==> config.mk <==
export PLATFORM = sky130hd
export DESIGN_NAME = fetch_seq
export DESIGN_NICKNAME = d
export VERILOG_FILES = /design/src/rtl/fetch_seq.sv
export SDC_FILE = /design/constraint.sdc
export NUM_CORES = 1
export LEC_CHECK = 0
export BUFFER_PORTS_ARGS = -buffer_cell sky130_fd_sc_hd__buf_2
export CAP_MARGIN = 10
export CORE_MARGIN = 5
export CORE_UTILIZATION = 51
export DETAILED_ROUTE_END_ITERATION = 16
export PLACE_DENSITY = 0.87
export SYNTH_ARGS = -nofsm -noshare
export SYNTH_HDL_FRONTEND = slang
export SYNTH_SLANG_ARGS = --single-unit
==> constraint.sdc <==
create_clock -name clk -period 2.53 [get_ports clk]
set_clock_uncertainty 0.1 [all_clocks]
set_input_delay 0.1265 -clock clk [delete_from_list [all_inputs] [get_ports clk]]
set_output_delay 0.1265 -clock clk [all_outputs]
set_load 0.1 [all_outputs]
==> src/rtl/fetch_seq.sv <==
// Instruction fetch sequencer: walks PCs from the branch controller, issues memory reads, registers words for decode.
// Latency: a word acked in cycle N is presented on instr from cycle N+1; a zero-wait memory sustains one word per cycle.
// Backpressure: stall holds instr/instr_valid; no new request while the slot is full, and a word acked mid-stall lands in a 1-entry skid.
//
// Ports:
//   clk, reset_n              rising-edge clock, asynchronous active-low reset
//   start, halt_req           leave IDLE/HALT / stop after any in-flight access (halt wins over start)
//   stall                     downstream cannot take instr this cycle
//   pc_bout, nop_en           next PC and squash request from the branch controller
//   imem_req/addr/ack/rdata   instruction memory read port (addr always equals pc)
//   pc                        current fetch PC, fed back to the branch controller
//   instr, instr_valid        registered instruction towards decode
//   busy                      registered: sequencer is in FETCH or WAIT
//   squash_cnt, fetch_cnt     saturating squash count, wrapping delivered-word count
module fetch_seq #(
    parameter int                 DATA_W   = 16,
    parameter logic [DATA_W-1:0]  RESET_PC = 16'h0000,
    parameter logic [DATA_W-1:0]  NOP_WORD = 16'h0000
) (
    input  logic              clk,
    input  logic              reset_n,
    input  logic              start,
    input  logic              halt_req,
    input  logic              stall,
    input  logic [DATA_W-1:0] pc_bout,
    input  logic              nop_en,
    input  logic              imem_ack,
    input  logic [DATA_W-1:0] imem_rdata,
    output logic [DATA_W-1:0] pc,
    output logic              imem_req,
    output logic [DATA_W-1:0] imem_addr,
    output logic [DATA_W-1:0] instr,
    output logic              instr_valid,
    output logic              busy,
    output logic [7:0]        squash_cnt,
    output logic [15:0]       fetch_cnt
);

    typedef enum logic [1:0] {
        S_IDLE  = 2'd0,
        S_FETCH = 2'd1,
        S_WAIT  = 2'd2,
        S_HALT  = 2'd3
    } state_t;

    state_t            state;
    state_t            state_nxt;
    logic              skid_vld;
    logic [DATA_W-1:0] skid_dat;

    logic              slot_free;
    logic              skid_move;
    logic              capture;
    logic [DATA_W-1:0] capture_word;

    // Slot is free when nothing is presented or the presented word leaves this cycle.
    assign slot_free    = !instr_valid || !stall;
    // The skid drains into instr independently of state so a halt cannot strand it.
    assign skid_move    = skid_vld && slot_free;
    assign capture_word = nop_en ? NOP_WORD : imem_rdata;
    assign imem_addr    = pc;

    always_comb begin
        state_nxt = state;
        imem_req  = 1'b0;
        capture   = 1'b0;
        case (state)
            S_IDLE: begin
                if (start && !halt_req) begin
                    state_nxt = S_FETCH;
                end
            end
            S_FETCH: begin
                if (halt_req) begin
                    state_nxt = S_HALT;
                end else if (slot_free && !skid_vld) begin
                    // A parked skid word must reach instr before the next read goes out.
                    imem_req = 1'b1;
                    if (imem_ack) begin
                        capture = 1'b1;
                    end else begin
                        state_nxt = S_WAIT;
                    end
                end
            end
            S_WAIT: begin
                // The access is already committed, so halt only takes effect once the ack arrives.
                imem_req = 1'b1;
                if (imem_ack) begin
                    capture   = 1'b1;
                    state_nxt = halt_req ? S_HALT : S_FETCH;
                end
            end
            S_HALT: begin
                if (start && !halt_req) begin
                    state_nxt = S_FETCH;
                end
            end
            default: state_nxt = S_IDLE;
        endcase
    end

    always_ff @(posedge clk or negedge reset_n) begin
        if (!reset_n) begin
            state <= S_IDLE;
            busy  <= 1'b0;
        end else begin
            state <= state_nxt;
            busy  <= (state_nxt == S_FETCH) || (state_nxt == S_WAIT);
        end
    end

    always_ff @(posedge clk or negedge reset_n) begin
        if (!reset_n) begin
            pc <= RESET_PC;
        end else if (capture) begin
            pc <= pc_bout;
        end else if (state == S_IDLE && state_nxt == S_FETCH) begin
            pc <= RESET_PC;
        end
    end

    // Output slot plus skid. A direct capture and a skid drain never coincide:
    // FETCH only requests with an empty skid, and the skid fills only on the way out of WAIT.
    always_ff @(posedge clk or negedge reset_n) begin
        if (!reset_n) begin
            instr       <= NOP_WORD;
            instr_valid <= 1'b0;
            skid_vld    <= 1'b0;
            skid_dat    <= NOP_WORD;
        end else begin
            if (capture && slot_free) begin
                instr       <= capture_word;
                instr_valid <= 1'b1;
            end else if (skid_move) begin
                instr       <= skid_dat;
                instr_valid <= 1'b1;
                skid_vld    <= 1'b0;
            end else if (instr_valid && !stall) begin
                instr_valid <= 1'b0;
            end
            if (capture && !slot_free) begin
                skid_vld <= 1'b1;
                skid_dat <= capture_word;
            end
        end
    end

    always_ff @(posedge clk or negedge reset_n) begin
        if (!reset_n) begin
            squash_cnt <= 8'h00;
            fetch_cnt  <= 16'h0000;
        end else begin
            if (capture && nop_en && squash_cnt != 8'hFF) begin
                squash_cnt <= squash_cnt + 8'h01;
            end
            if (instr_valid && !stall) begin
                fetch_cnt <= fetch_cnt + 16'h0001;
            end
        end
    end

endmodule

# --- After elaboration in Yosys (flattened, before gate mapping) ---
# Cells that the tools add are included.
# Widths: inputs -> output; s select.
op_classes:
  bitwise: 0
  n_eq_ne: 7
  reduce_logical: 23
  shift: 0
  div: 0
  mul: 0
  magnitude_cmp: 0
  add_sub_neg: 2
  muxes: 25
op_table:
  columns: ["cell", "count"]
  rows:
  - ["$mux 16", 5]
  - ["$add 16x1->16 const B", 1]
  - ["$mux 2", 6]
  - ["$mux 1", 11]
  - ["$logic_and 1x1->1", 9]
  - ["$add 8x1->8 const B", 1]
  - ["$ne 8x8->1 const B", 1]
  - ["$eq 2x2->1 const B", 3]
  - ["$pmux 2 s3", 1]
  - ["$reduce_bool 2->1", 3]
  - ["$logic_not 1->1", 5]
  - ["$eq 2x1->1 const B", 2]
  - ["$pmux 1 s2", 2]
  - ["$reduce_bool 3->1", 1]
  - ["$logic_not 2->1", 1]
  - ["$logic_or 1x1->1", 2]
  - ["$ne 2x1->1 const B", 1]
  - ["$reduce_and 2->1", 1]
  - ["$reduce_or 2->1", 1]
totals:
  in_bits: 39
  output_inout_bits: 75
  word_cells: 66
  latch_bits: 0
  register_bits: 77
  memories: 0
  mem_bits_ro: 0
  mem_bits_rw: 0

# --- Depth between registers and ports, before layout ---
depth:
  depth_word: 10
  mapped_depth: 10
  depth_no_buf: 9

# --- Worst setup path after synthesis ---
# No wires, ideal clock.
synth_path:
  path_type: "register to output"
  startpoint: "register instr_valid"
  endpoint: "output imem_req"
  t_arrival_ps: 2546
  path_stages_with_launch: 4
  slack_ps: -243
  required_ps: 2304
  path_cell_list: "dfrtp_1 a21oi_2 a31oi_1 nor2_1"
synth_between:
  elab_chain_cells: 6
synth_rtl:
  columns: ["element", "line", "text"]
  rows:
  - ["from (decl)", "33", "output logic instr_valid,"]
  - ["from (signal assigned)", "128", "instr_valid <= 1'b0;"]
  - ["from (signal assigned)", "134", "instr_valid <= 1'b1;"]
  - ["from (signal assigned)", "137", "instr_valid <= 1'b1;"]
  - ["$logic_not 1->1", "57", "assign slot_free = !instr_valid || !stall;"]
  - ["$logic_or 1x1->1", "57", null]
  - ["$logic_and 1x1->1", "76", "end else if (slot_free && !skid_vld) begin"]
  - ["$mux 1", "76", null]
  - ["$mux 1", "74", "if (halt_req) begin"]
  - ["$pmux 1 s2", "67", "case (state)"]
  - ["to (decl)", "30", "output logic imem_req,"]
# No other way between the ends.

# --- Final worst setup path ---
layout_path:
  startpoint: "register state[0]"
  endpoint: "register instr[9]"
layout_between:
  elab_chain_cells: 4
  elab_cells_between_ends: 6
  cone_classes: "eq/ne: 2; mux: 2; reduce/logical: 2"
layout_rtl:
  columns: ["element", "line", "text"]
  rows:
  - ["from (decl)", "46", "state_t state;"]
  - ["from (signal assigned)", "108", "state <= state_nxt;"]
  - ["$eq 2x2->1 / $eq 2x1->1 (equally long branches)", "67", null]
  - ["$pmux 1 s2 *", "67", null]
  - ["$logic_and 1x1->1 *", "132", "if (capture && slot_free) begin"]
  - ["$mux 16 / $reduce_bool 2->1 (equally long branches)", null, null]
  - ["to (signal assigned)", "133", "instr <= capture_word;"]
  - ["to (signal assigned)", "136", "instr <= skid_dat;"]
  - ["to (decl)", "32", "output logic [DATA_W-1:0] instr,"]
# Every way passes the cells marked *; elsewhere a longest branch is shown, timed or not.
# A chain may end at the register's enable or synchronous reset.

==> flow_summary_export.csv <==
group,metric,value,unit
outcome,status,"completed",
flow_run,maxCapViolations,0,
timing,maxSlewViolCount,0,
critical_path,reg2reg_to,"instr[9]",
critical_path,endpoint_kind,"flop",
cells_and_area,final_common_cell,"buf_2",
critical_path,path_max_fanout,16,
die,start_util,0.522,
clock_network,post_cts_buffers,0,
timing,tns,0,ns
synth,synth_compound_area_frac,0.0850,
timing,maxSlewHeadroom,0.362,
critical_path,path_cells,"inv_1, ha_1, and3_1, a22o_1, o22ai_1, o21ai_0",
timing,max_freq,0.438,GHz
die,dieWidth,93.4,microns
timing,finalCriticalPeriod,2.28,ns
routing,num_vias,2787,
synth,synthCells,336,
synth,syn_area_per_cell,10.6,sq um
critical_path,worstReg2RegStart,"state[0]",
synth,synth_cell_types,36,
placed_design,dp_hpwl,5550,microns
synth,synthSimpleGateAreaFrac,0.175,
clock_network,root_buffer,"clkbuf_8",
critical_path,cp-start-kind,"flop",
grt,first_global_vias,2892,
timing,hold_viol,0,
routing,drt_drc_violations_left,0,
routing,vias_per_cell,5.05,
synth,netlist_area,0.00355,sq mm
routing,wl_per_cell,14.8,microns
critical_path,worstPathArrival,2.42,ns
critical_path,cp_slowest_stage_delay,0.58,ns
clock_network,clk_latency,0.33,ns
critical_path,ff2ff_setup_slack,0.25,ns
synth,synth_seq_cells,77,
clock_network,cts_buffers,9,
synth,synth_top_family_by_area,"simple AND/OR/NAND/NOR gates",
synth,yosysSeqAreaShare,0.543,
cells_and_area,regArea,0.00193,sq mm
timing,setup_viol,0,
hold_path,hold_depth,3,
die,rows,30,
die,ios,114,
synth,ys.warnings.count,0,
cells_and_area,fillers,538,
placed_design,place_congestion,0.741,
clock_network,cts_tree,"yes",
cells_and_area,layout_common_cells,"buf_2 (112), dfrtp_1 (77), nand2_1 (59)",
die,die_area,0.00872,sq mm
clock_network,htreeDepth,3,
hold_path,hp-start,"halt_req",
clock_network,cts.path.max_buffers,2,
critical_path,cp_data_required_time,2.67,ns
timing,fin_ws,0.249,ns
critical_path,crit_end,"instr[9]",
routing,routed_wl,8170,microns
timing,tightest_slew,0.958,ns
critical_path,crit_path_top_delay_cell,"a22o_1",
synth,synth_nets,382,
grt,antenna_found_initial,0,
placed_design,post-place-ws,0.219,ns
cells_and_area,layout.nets,496,
synth,yosys-mux-area-fraction,0.0572,
clock_network,cts.sinks,77,
cells_and_area,fin_util,0.664,
cells_and_area,syn_to_final_growth,27.2,%
synth,synth_area_leader_cell,"dfrtp_1",
placed_design,portBuffers,113,
critical_path,crit_cells,6,
cells_and_area,drive_above_1_share,0.345,
grt,gr-total-overflow,0,
synth,synthAdderAreaFrac,0.0247,
cells_and_area,multiInputGateArea,0.00143,sq mm
routing,first_iter_violations,65,
timing,min_period_over_period,0.901,
synth,synth_top_area_share,0.543,
die,core-area,0.00679,sq mm
clock_network,clk_pin_slew,0.08,ns
timing,rsz0062_at_grt,"no",
grt,grt_use_total,0.192,
synth,synth_xor_area_frac,0.0543,
grt,grt_pass1_wl,13400,microns
critical_path,path_delay_family,"compound AO/OA/AOI/OAI gates",
routing,ant_nets,0,
critical_path,crit_type,"flop to flop",
critical_path,ff2ff_path_depth,6,
critical_path,crit_buf_inv,1,
grt,grt_max_degree,78,
routing,dr.pass1.iters,4,
hold_path,min_path_type,"input pin to flop",
synth,yosys-top-cells-area,"dfrtp_1 (54%), nand2_1 (6.4%), mux2_2 (5.7%)",
die,die_h,93.4,microns
critical_path,startpoint,"state[0]",
layer usage:
layer	part of all wire	vias up	global-route usage	routed length (microns)
met5	0	-	0	0
met4	0.018	0	0.0891	146
met3	0.052	15	0.0451	425
met2	0.52	78	0.329	4280
met1	0.41	1323	0.226	3320
li1	-	1371	-	-
state kept, by name, indices dropped and copies added, names as in the netlist:
register	count
instr_valid	1
imem_addr	16
skid_dat	16
skid_vld	1
state	2
fetch_cnt	16
busy	1
instr	16
squash_cnt	8
synthesized netlist by cell type, drive strengths merged:
cell type,instances
clkbuf,7
nand4,5
xnor2,13
nor3b,1
a31oi,4
a211oi,1
inv,7
and3,2
buf,23
o21a,1
nand2,61
nand3,22
a21oi,4
nor4,2
dfrtp,77
o21ai,21
or3,1
nor2,2
o22ai,16
nor3,3
and4,3
o31ai,1
mux2,18
and4b,2
ha,7
and2,3
a22o,1
nor2b,17
xor2,9
nor4b,1
a21o,1
cell type report:
cell class,count,share of cell area
flip-flops and latches,77,0.427
multi-input cells,222,0.316
repair buffers,133,0.169
clock buffers,10,0.0305
well taps,96,0.0266
clock inverters,6,0.0244
inverters,7,0.00583
diodes,1,0.000555
how the worst min path moves through the flow:
| stage | endpoint | slack, ns |
|---|---|---|
| finish | state[1] | 0.05 |
| global route | state[1] | 0.05 |
| CTS | state[1] | 0.02 |
| detailed placement | imem_addr[15] | 0.22 |
| global placement | imem_addr[2] | 0.22 |
| floorplan | busy | -0.27 |
repair_timing:
item / 4_1_cts / 5_1_grt
endpoints found under the hold margin: 93 / 0
hold buffers: 17 / 0
gates resized for setup: 0 / 1
setup endpoints to repair: 0 / 11
worst register-to-register path, cell delays in order (launching register included):
cell     delay (ns)
dfrtp_1        0.40
inv_1          0.09
ha_1           0.33
and3_1         0.36
a22o_1         0.58
o22ai_1        0.15
o21ai_0        0.18
cell families (layout without fill, tap and decap cells):
logic type | after synthesis | after routing
mux | 18 | 18
fa+ha+maj | 7 | 7
buf+inv | 37 | 156
other cells | 0 | 1
flops | 77 | 77
compound gates | 50 | 50
xor+xnor | 22 | 22
simple gates | 125 | 125
per-stage QoR:
stage	std cells	hold WS, ns	instance area [sq um]
after floorplan	336	-0.269	3550
after global routing	551	0.0523	4510
after detailed placement	518	0.219	4090
final	552	0.0451	4510
after global placement	518	0.216	4090
after CTS	551	0.0213	4510
Power is left out: the tool's default activity adds up to more than one toggle a clock period on the data nets, which glitch-free logic cannot reach.
